## src/rtl/vga_sprite_compositor.sv

```systemverilog
// rtl/vga_sprite_compositor.sv - pipelined tiled-sprite compositor over a background pixel stream
// Optional collision reporting is built when VGA_SPRITE_COLLIDE_EN is defined.
module vga_sprite_compositor #(
    parameter int                 NUM_SPRITES     = 10,
    parameter int                 X_W             = 10,
    parameter int                 Y_W             = 9,
    parameter int                 CLASS_W         = 2,
    parameter int                 UNIT_SIZE       = 30,
    parameter int                 ROM_LAT         = 1,
    parameter int                 COLOR_W         = 12,
    parameter logic [COLOR_W-1:0] TRANSPARENT_KEY = '0
) (
    input  logic                                     clk,
    input  logic                                     rst,
    input  logic [X_W-1:0]                           pix_x,
    input  logic [Y_W-1:0]                           pix_y,
    input  logic                                     pix_valid,
    input  logic [COLOR_W-1:0]                       bg_rgb,
    input  logic                                     frame_start,
    input  logic                                     wr_en,
    input  logic [$clog2(NUM_SPRITES)-1:0]           wr_idx,
    input  logic                                     wr_enable,
    input  logic [CLASS_W-1:0]                       wr_class,
    input  logic [X_W-1:0]                           wr_left,
    input  logic [X_W-1:0]                           wr_right,
    input  logic [Y_W-1:0]                           wr_up,
    input  logic [Y_W-1:0]                           wr_down,
    output logic [$clog2(UNIT_SIZE*UNIT_SIZE)-1:0]   rom_addr,
    output logic [CLASS_W-1:0]                       rom_class,
    input  logic [COLOR_W-1:0]                       rom_data,
    output logic [COLOR_W-1:0]                       rgb_out,
    output logic                                     rgb_valid,
    output logic                                     hit_any,
    output logic [$clog2(NUM_SPRITES)-1:0]           hit_idx
`ifdef VGA_SPRITE_COLLIDE_EN
    ,
    output logic                                     collide,
    output logic [NUM_SPRITES-1:0]                   collide_mask
`endif
);
    localparam int IDX_W = $clog2(NUM_SPRITES);
    localparam int AW    = $clog2(UNIT_SIZE*UNIT_SIZE);

    typedef struct packed {
        logic               en;
        logic [CLASS_W-1:0] cls;
        logic [X_W-1:0]     left;
        logic [X_W-1:0]     right;
        logic [Y_W-1:0]     up;
        logic [Y_W-1:0]     down;
    } slot_t;

    slot_t sh_q  [NUM_SPRITES];
    slot_t act_q [NUM_SPRITES];
    slot_t wr_slot;

    assign wr_slot = '{en: wr_enable, cls: wr_class, left: wr_left, right: wr_right,
                       up: wr_up, down: wr_down};

    // Active bank copies the pre-write shadow value when a write coincides with frame_start.
    always_ff @(posedge clk) begin
        if (rst) begin
            for (int i = 0; i < NUM_SPRITES; i++) begin
                sh_q[i]  <= '0;
                act_q[i] <= '0;
            end
        end else begin
            for (int i = 0; i < NUM_SPRITES; i++) begin
                if (frame_start)
                    act_q[i] <= sh_q[i];
                if (wr_en && wr_idx == IDX_W'(i))
                    sh_q[i] <= wr_slot;
            end
        end
    end

    logic [NUM_SPRITES-1:0] hit_vec;
    logic                   hit_d;
    logic [IDX_W-1:0]       idx_d;
    logic [X_W-1:0]         sel_left, dx;
    logic [Y_W-1:0]         sel_up, dy;
    logic [CLASS_W-1:0]     sel_cls, class_d;
    logic [AW-1:0]          addr_d;

    always_comb begin
        hit_vec  = '0;
        idx_d    = '0;
        sel_left = '0;
        sel_up   = '0;
        sel_cls  = '0;
        for (int i = 0; i < NUM_SPRITES; i++)
            hit_vec[i] = act_q[i].en && pix_x >= act_q[i].left && pix_x < act_q[i].right
                         && pix_y >= act_q[i].up && pix_y < act_q[i].down;
        // Walk downward so the lowest-index hit is the last one assigned.
        for (int i = NUM_SPRITES - 1; i >= 0; i--) begin
            if (hit_vec[i]) begin
                idx_d    = IDX_W'(i);
                sel_left = act_q[i].left;
                sel_up   = act_q[i].up;
                sel_cls  = act_q[i].cls;
            end
        end
        hit_d   = |hit_vec;
        dx      = pix_x - sel_left;
        dy      = pix_y - sel_up;
        addr_d  = hit_d ? AW'(dx % X_W'(UNIT_SIZE)) + AW'(dy % Y_W'(UNIT_SIZE)) * AW'(UNIT_SIZE)
                        : '0;
        class_d = hit_d ? sel_cls : '0;
    end

    logic               s1_hit_q, s1_valid_q;
    logic [IDX_W-1:0]   s1_idx_q;
    logic [COLOR_W-1:0] s1_bg_q;
    logic [AW-1:0]      rom_addr_q;
    logic [CLASS_W-1:0] rom_class_q;
    logic               dl_hit_q   [ROM_LAT];
    logic               dl_valid_q [ROM_LAT];
    logic [IDX_W-1:0]   dl_idx_q   [ROM_LAT];
    logic [COLOR_W-1:0] dl_bg_q    [ROM_LAT];
    logic [COLOR_W-1:0] rgb_q;
    logic               rgb_valid_q, hit_any_q;
    logic [IDX_W-1:0]   hit_idx_q;

    always_ff @(posedge clk) begin
        if (rst) begin
            s1_hit_q    <= 1'b0;
            s1_valid_q  <= 1'b0;
            s1_idx_q    <= '0;
            s1_bg_q     <= '0;
            rom_addr_q  <= '0;
            rom_class_q <= '0;
            for (int i = 0; i < ROM_LAT; i++) begin
                dl_hit_q[i]   <= 1'b0;
                dl_valid_q[i] <= 1'b0;
                dl_idx_q[i]   <= '0;
                dl_bg_q[i]    <= '0;
            end
            rgb_q       <= '0;
            rgb_valid_q <= 1'b0;
            hit_any_q   <= 1'b0;
            hit_idx_q   <= '0;
        end else begin
            s1_hit_q    <= hit_d;
            s1_valid_q  <= pix_valid;
            s1_idx_q    <= idx_d;
            s1_bg_q     <= bg_rgb;
            rom_addr_q  <= addr_d;
            rom_class_q <= class_d;
            dl_hit_q[0]   <= s1_hit_q;
            dl_valid_q[0] <= s1_valid_q;
            dl_idx_q[0]   <= s1_idx_q;
            dl_bg_q[0]    <= s1_bg_q;
            for (int i = 1; i < ROM_LAT; i++) begin
                dl_hit_q[i]   <= dl_hit_q[i-1];
                dl_valid_q[i] <= dl_valid_q[i-1];
                dl_idx_q[i]   <= dl_idx_q[i-1];
                dl_bg_q[i]    <= dl_bg_q[i-1];
            end
            if (dl_valid_q[ROM_LAT-1]) begin
                rgb_q       <= (dl_hit_q[ROM_LAT-1] && rom_data != TRANSPARENT_KEY)
                               ? rom_data : dl_bg_q[ROM_LAT-1];
                rgb_valid_q <= 1'b1;
                hit_any_q   <= dl_hit_q[ROM_LAT-1];
                hit_idx_q   <= dl_idx_q[ROM_LAT-1];
            end else begin
                rgb_q       <= '0;
                rgb_valid_q <= 1'b0;
                hit_any_q   <= 1'b0;
                hit_idx_q   <= '0;
            end
        end
    end

    assign rom_addr  = rom_addr_q;
    assign rom_class = rom_class_q;
    assign rgb_out   = rgb_q;
    assign rgb_valid = rgb_valid_q;
    assign hit_any   = hit_any_q;
    assign hit_idx   = hit_idx_q;

`ifdef VGA_SPRITE_COLLIDE_EN
    logic [NUM_SPRITES-1:0] sticky_q, collide_mask_q;
    logic                   collide_q;

    // Overlap is judged on box geometry only; slot 0 never flags itself.
    always_ff @(posedge clk) begin
        if (rst) begin
            sticky_q       <= '0;
            collide_mask_q <= '0;
            collide_q      <= 1'b0;
        end else if (frame_start) begin
            collide_mask_q <= sticky_q;
            collide_q      <= |sticky_q;
            sticky_q       <= '0;
        end else if (pix_valid && hit_vec[0]) begin
            sticky_q <= sticky_q | (hit_vec & ~NUM_SPRITES'(1));
        end
    end

    assign collide      = collide_q;
    assign collide_mask = collide_mask_q;
`endif
endmodule

```

## config.mk

```make
export PLATFORM = sky130hd
export DESIGN_NAME = vga_sprite_compositor
export DESIGN_NICKNAME = d
export VERILOG_FILES = /design/src/rtl/vga_sprite_compositor.sv
export SDC_FILE = /design/constraint.sdc
export NUM_CORES = 2
export LEC_CHECK = 0
export ABC_AREA = 1
export BUFFER_PORTS_ARGS = -buffer_cell sky130_fd_sc_hd__buf_2
export CAP_MARGIN = 10
export CORE_UTILIZATION = 66
export DETAILED_ROUTE_END_ITERATION = 7
export PLACE_DENSITY = 0.84
export RECOVER_POWER = 100
export REMOVE_ABC_BUFFERS = 1
export SLEW_MARGIN = 30
export SYNTH_ARGS = -nofsm -noshare
export SYNTH_HDL_FRONTEND = slang
export SYNTH_SLANG_ARGS = --single-unit
```

## constraint.sdc

```tcl
create_clock -name clk -period 18.04 [get_ports clk]
set_clock_uncertainty 0.1 [all_clocks]
set_input_delay 0.902 -clock clk [delete_from_list [all_inputs] [get_ports clk]]
set_output_delay 0.902 -clock clk [all_outputs]
set_load 0.005 [all_outputs]
```

==> impl_metrics.py <==
metrics = {
    "route": {
        "via_per_inst": 5.72,
        "vias": 32807,
        "antenna_left": 0,
        "drt_iter0_markers": 3646,
        "postRouteWirelength_um": 113000,
        "drt_pre_antenna_iters": 8,
        "drc": 0,
        "wire_per_inst_um": 19.6,
    },
    "min_path": {
        "hp-start": "s1_idx_q[0]",
        "min_to": "dl_idx_q[0][0]",
        "holdPathStages": 2,
        "min_path_type": "reg -> reg",
    },
    "clock_network": {
        "clock-root-buffer": "clkbuf_16",
        "cts_tree": "yes",
        "ctsResizeCount": 0,
        "clk_latency_ns": 0.64,
        "cts_hold_buf": 0,
        "cts_made_buffers": 87,
        "cts_setup_buffers": 0,
        "cts_max_level": 3,
        "cts_sinks": 886,
        "clock_tree.buffer_depth": 3,
        "clk_pin_slew_ns": 0.06,
    },
    "sta": {
        "drv_slew": 1645,
        "tns_ns": 0,
        "finalCritPeriodShare": 0.782,
        "fin_ws_ns": 3.93,
        "max_freq_ghz": 0.0709,
        "fin_crit_ns": 14.11,
        "holdWs_ns": 0.304,
        "relSlewSlack": -5.57,
        "hold_viol": 0,
        "final-setup-viol-count": 0,
        "rsz0062_at_grt": "false",
        "worst_pin_slew_ns": 9.85,
    },
    "global_route": {
        "grt_pass1_wl_um": 173000,
        "overflow": 0,
        "grt_pass1_vias": 32098,
        "grtUsageTotal": 0.322,
        "grt_max_degree": 206,
        "antenna_found_initial": 0,
    },
    "place": {
        "dp.cells": 5579,
        "gp_congestion": 0.934,
        "dp_hpwl_um": 73200,
        "io_buffers": 122,
        "place_ws_ns": 5.63,
    },
    "die": {
        "chipWidth_um": 265,
        "dieHeight_um": 265,
        "start_util": 0.667,
        "coreArea_um2": 68500,
        "io_pins": 123,
        "std_cell_rows": 96,
        "dieArea_um2": 70200,
    },
    "synthesis": {
        "synth_flop_cell": "edfxtp_1",
        "synth_seq_area_share": 0.569,
        "yosysWarnings": 0,
        "synthTopCellsByArea": "edfxtp_1 54%, ha_1 11%, nor2_1 8.4%",
        "synth_top_cell_by_area": "edfxtp_1",
        "synth_top_area_frac": 0.540,
        "yosys.cell_count.top_type": "nor2_1",
        "syn_avg_cell_area_um2": 9.80,
        "ys_ff_latch": 886,
        "synthCells": 4658,
        "synth.cell_area_um2": 45600,
        "synth_edf_count": 820,
        "async_reset_ff_frac": 0,
        "ys_types": 67,
        "synth_common_cells": "1017 x nor2_1, 933 x inv_1, 820 x edfxtp_1, 470 x nand2_1, 396 x ha_1",
    },
    "setup_path": {
        "critical_path_required_ns": 18.48,
        "worstPathArrival_ns": 14.55,
        "cp_num_buf_inv": 10,
        "reg2reg_from": "act_q[0][93]",
        "r2r-end": "rom_addr[9]",
        "critPathCaptureType": "flop",
        "worstSetupPathType": "in -> reg",
        "crit_top_cell": "nand2_1",
        "crit_slowest_cell": "clkbuf_1",
        "cp_slowest_stage_delay_ns": 1.34,
        "cp-start-kind": "input pin",
        "worstPathMaxFanout": 34,
        "path_delay_family": "buffers and inverters",
        "r2r_setup_slack_ns": 5.15,
        "rr_worst_depth": 70,
    },
    "run_status": {
        "violations": "max-capacitance violations, max-slew violations",
        "outcome": "finished with violations",
    },
    "job": {
        "cap_violations": 34,
    },
    "power": {
        "powerDensity_nw_per_um2": 143,
        "ir_drop_uv": 538,
        "leakage_nw": 22.4,
    },
    "final_layout": {
        "multi_input_area_um2": 15500,
        "diodes": 0,
        "final_util": 0.727,
        "fin_nets": 5290,
        "stdcell_count": 5738,
        "seq_area_um2": 25900,
        "n_fill_cell": 4571,
        "syn2layout_area_growth_pct": 9.08,
        "drive_above_1_share": 0.0700,
    },
}
[metrics by stage]
stage / power (mW) / area (µm²)
floorplan: 4.81 / 45100
finish: 7.13 / 49800
global route: 7.63 / 49800
global placement: 5.25 / 47300
detailed placement: 5.37 / 47300
CTS: 7.10 / 50000
[kinds of logic (layout without fill, tap and decap cells)]
kind of cell / count (synthesis) / after routing / share of synthesized area
simple gates: 1713 / 1713 / 0.154
other cells: 2 / 4 / 0.000165
compound gates: 497 / 497 / 0.0645
xor+xnor: 27 / 27 / 0.00551
fa+ha+maj: 410 / 410 / 0.115
buf+inv: 1123 / 1319 / 0.0930
flops: 886 / 886 / 0.569
[sequential cells by signal, summed over array words and instances, names as in the netlist]
register    cells
act_q         410
sh_q          410
dl_bg_q        12
rgb_out        12
s1_bg_q        12
rom_addr       10
dl_idx_q        4
hit_idx         4
s1_idx_q        4
rom_class       2
dl_hit_q        1
dl_valid_q      1
hit_any         1
rgb_valid       1
s1_hit_q        1
s1_valid_q      1
[placed cells by master (no fill, tap or decap), types with 14 or more instances in the layout]
cell type  netlist  routed
nand2_1        470     469
o211ai_1        42      42
clkinv_1        43      59
a31oi_1         20      20
nand2_2         26      27
clkbuf_16        0      87
buf_2            2     109
xor2_1          17      17
fa_1            14      14
clkinv_2         1      21
ha_1           396     396
o22ai_1         21      21
dfxtp_1         66      66
inv_2           19      19
a21oi_1        199     199
inv_1          933     933
o21ai_0        113     116
clkbuf_1       114      56
nand4_1         41      41
edfxtp_1       820     820
nor2_1        1017    1017
nand3_1         86      83
[how the worst max path moves through the flow]
stage | to | start | slack (ns) | cells past startpoint
2_1_floorplan | rom_addr[9] | pix_y[0] | 7.51 | 67
3_3_place_gp | rom_addr[9] | pix_x[9] | 6.01 | 72
3_5_place_dp | rom_addr[9] | pix_x[9] | 5.63 | 71
4_1_cts | rom_addr[9] | pix_x[9] | 6.24 | 73
5_1_grt | rom_addr[9] | pix_y[1] | 2.90 | 70
6_report | rom_addr[9] | pix_y[1] | 3.93 | 70
[power breakdown]
group	leakage, nW	switching [mW]	internal, mW
combinational	12.1	1.78	1.17
clock	1.33	0.772	0.982
sequential	9.03	0.0398	2.38
[layer usage]
layer  global-route usage  share of wire  up-vias  routed length [µm]
met5                    0              0        -                   0
met4                0.156          0.048        0                5390
met3               0.0436          0.091      331               10200
met2                0.543           0.48     1691               53800
met1                0.413           0.38    15410               43100
li1                     -              -    15375                   -
[cell type report]
cell class                 count  share of cell area
multi-input combinational   2651               0.311
sequential                   886               0.521
inverter                     997              0.0753
tap                          882              0.0222
clock inverter                53             0.00897
timing repair buffer         164              0.0161
clock buffer                 105              0.0454
[worst min-delay path, cell delays in order (launching register included)]
cell and delay [ns]:
dfxtp_1 0.29, inv_1 0.04, nor2_1 0.03
(Power assumes the default switching activity.)
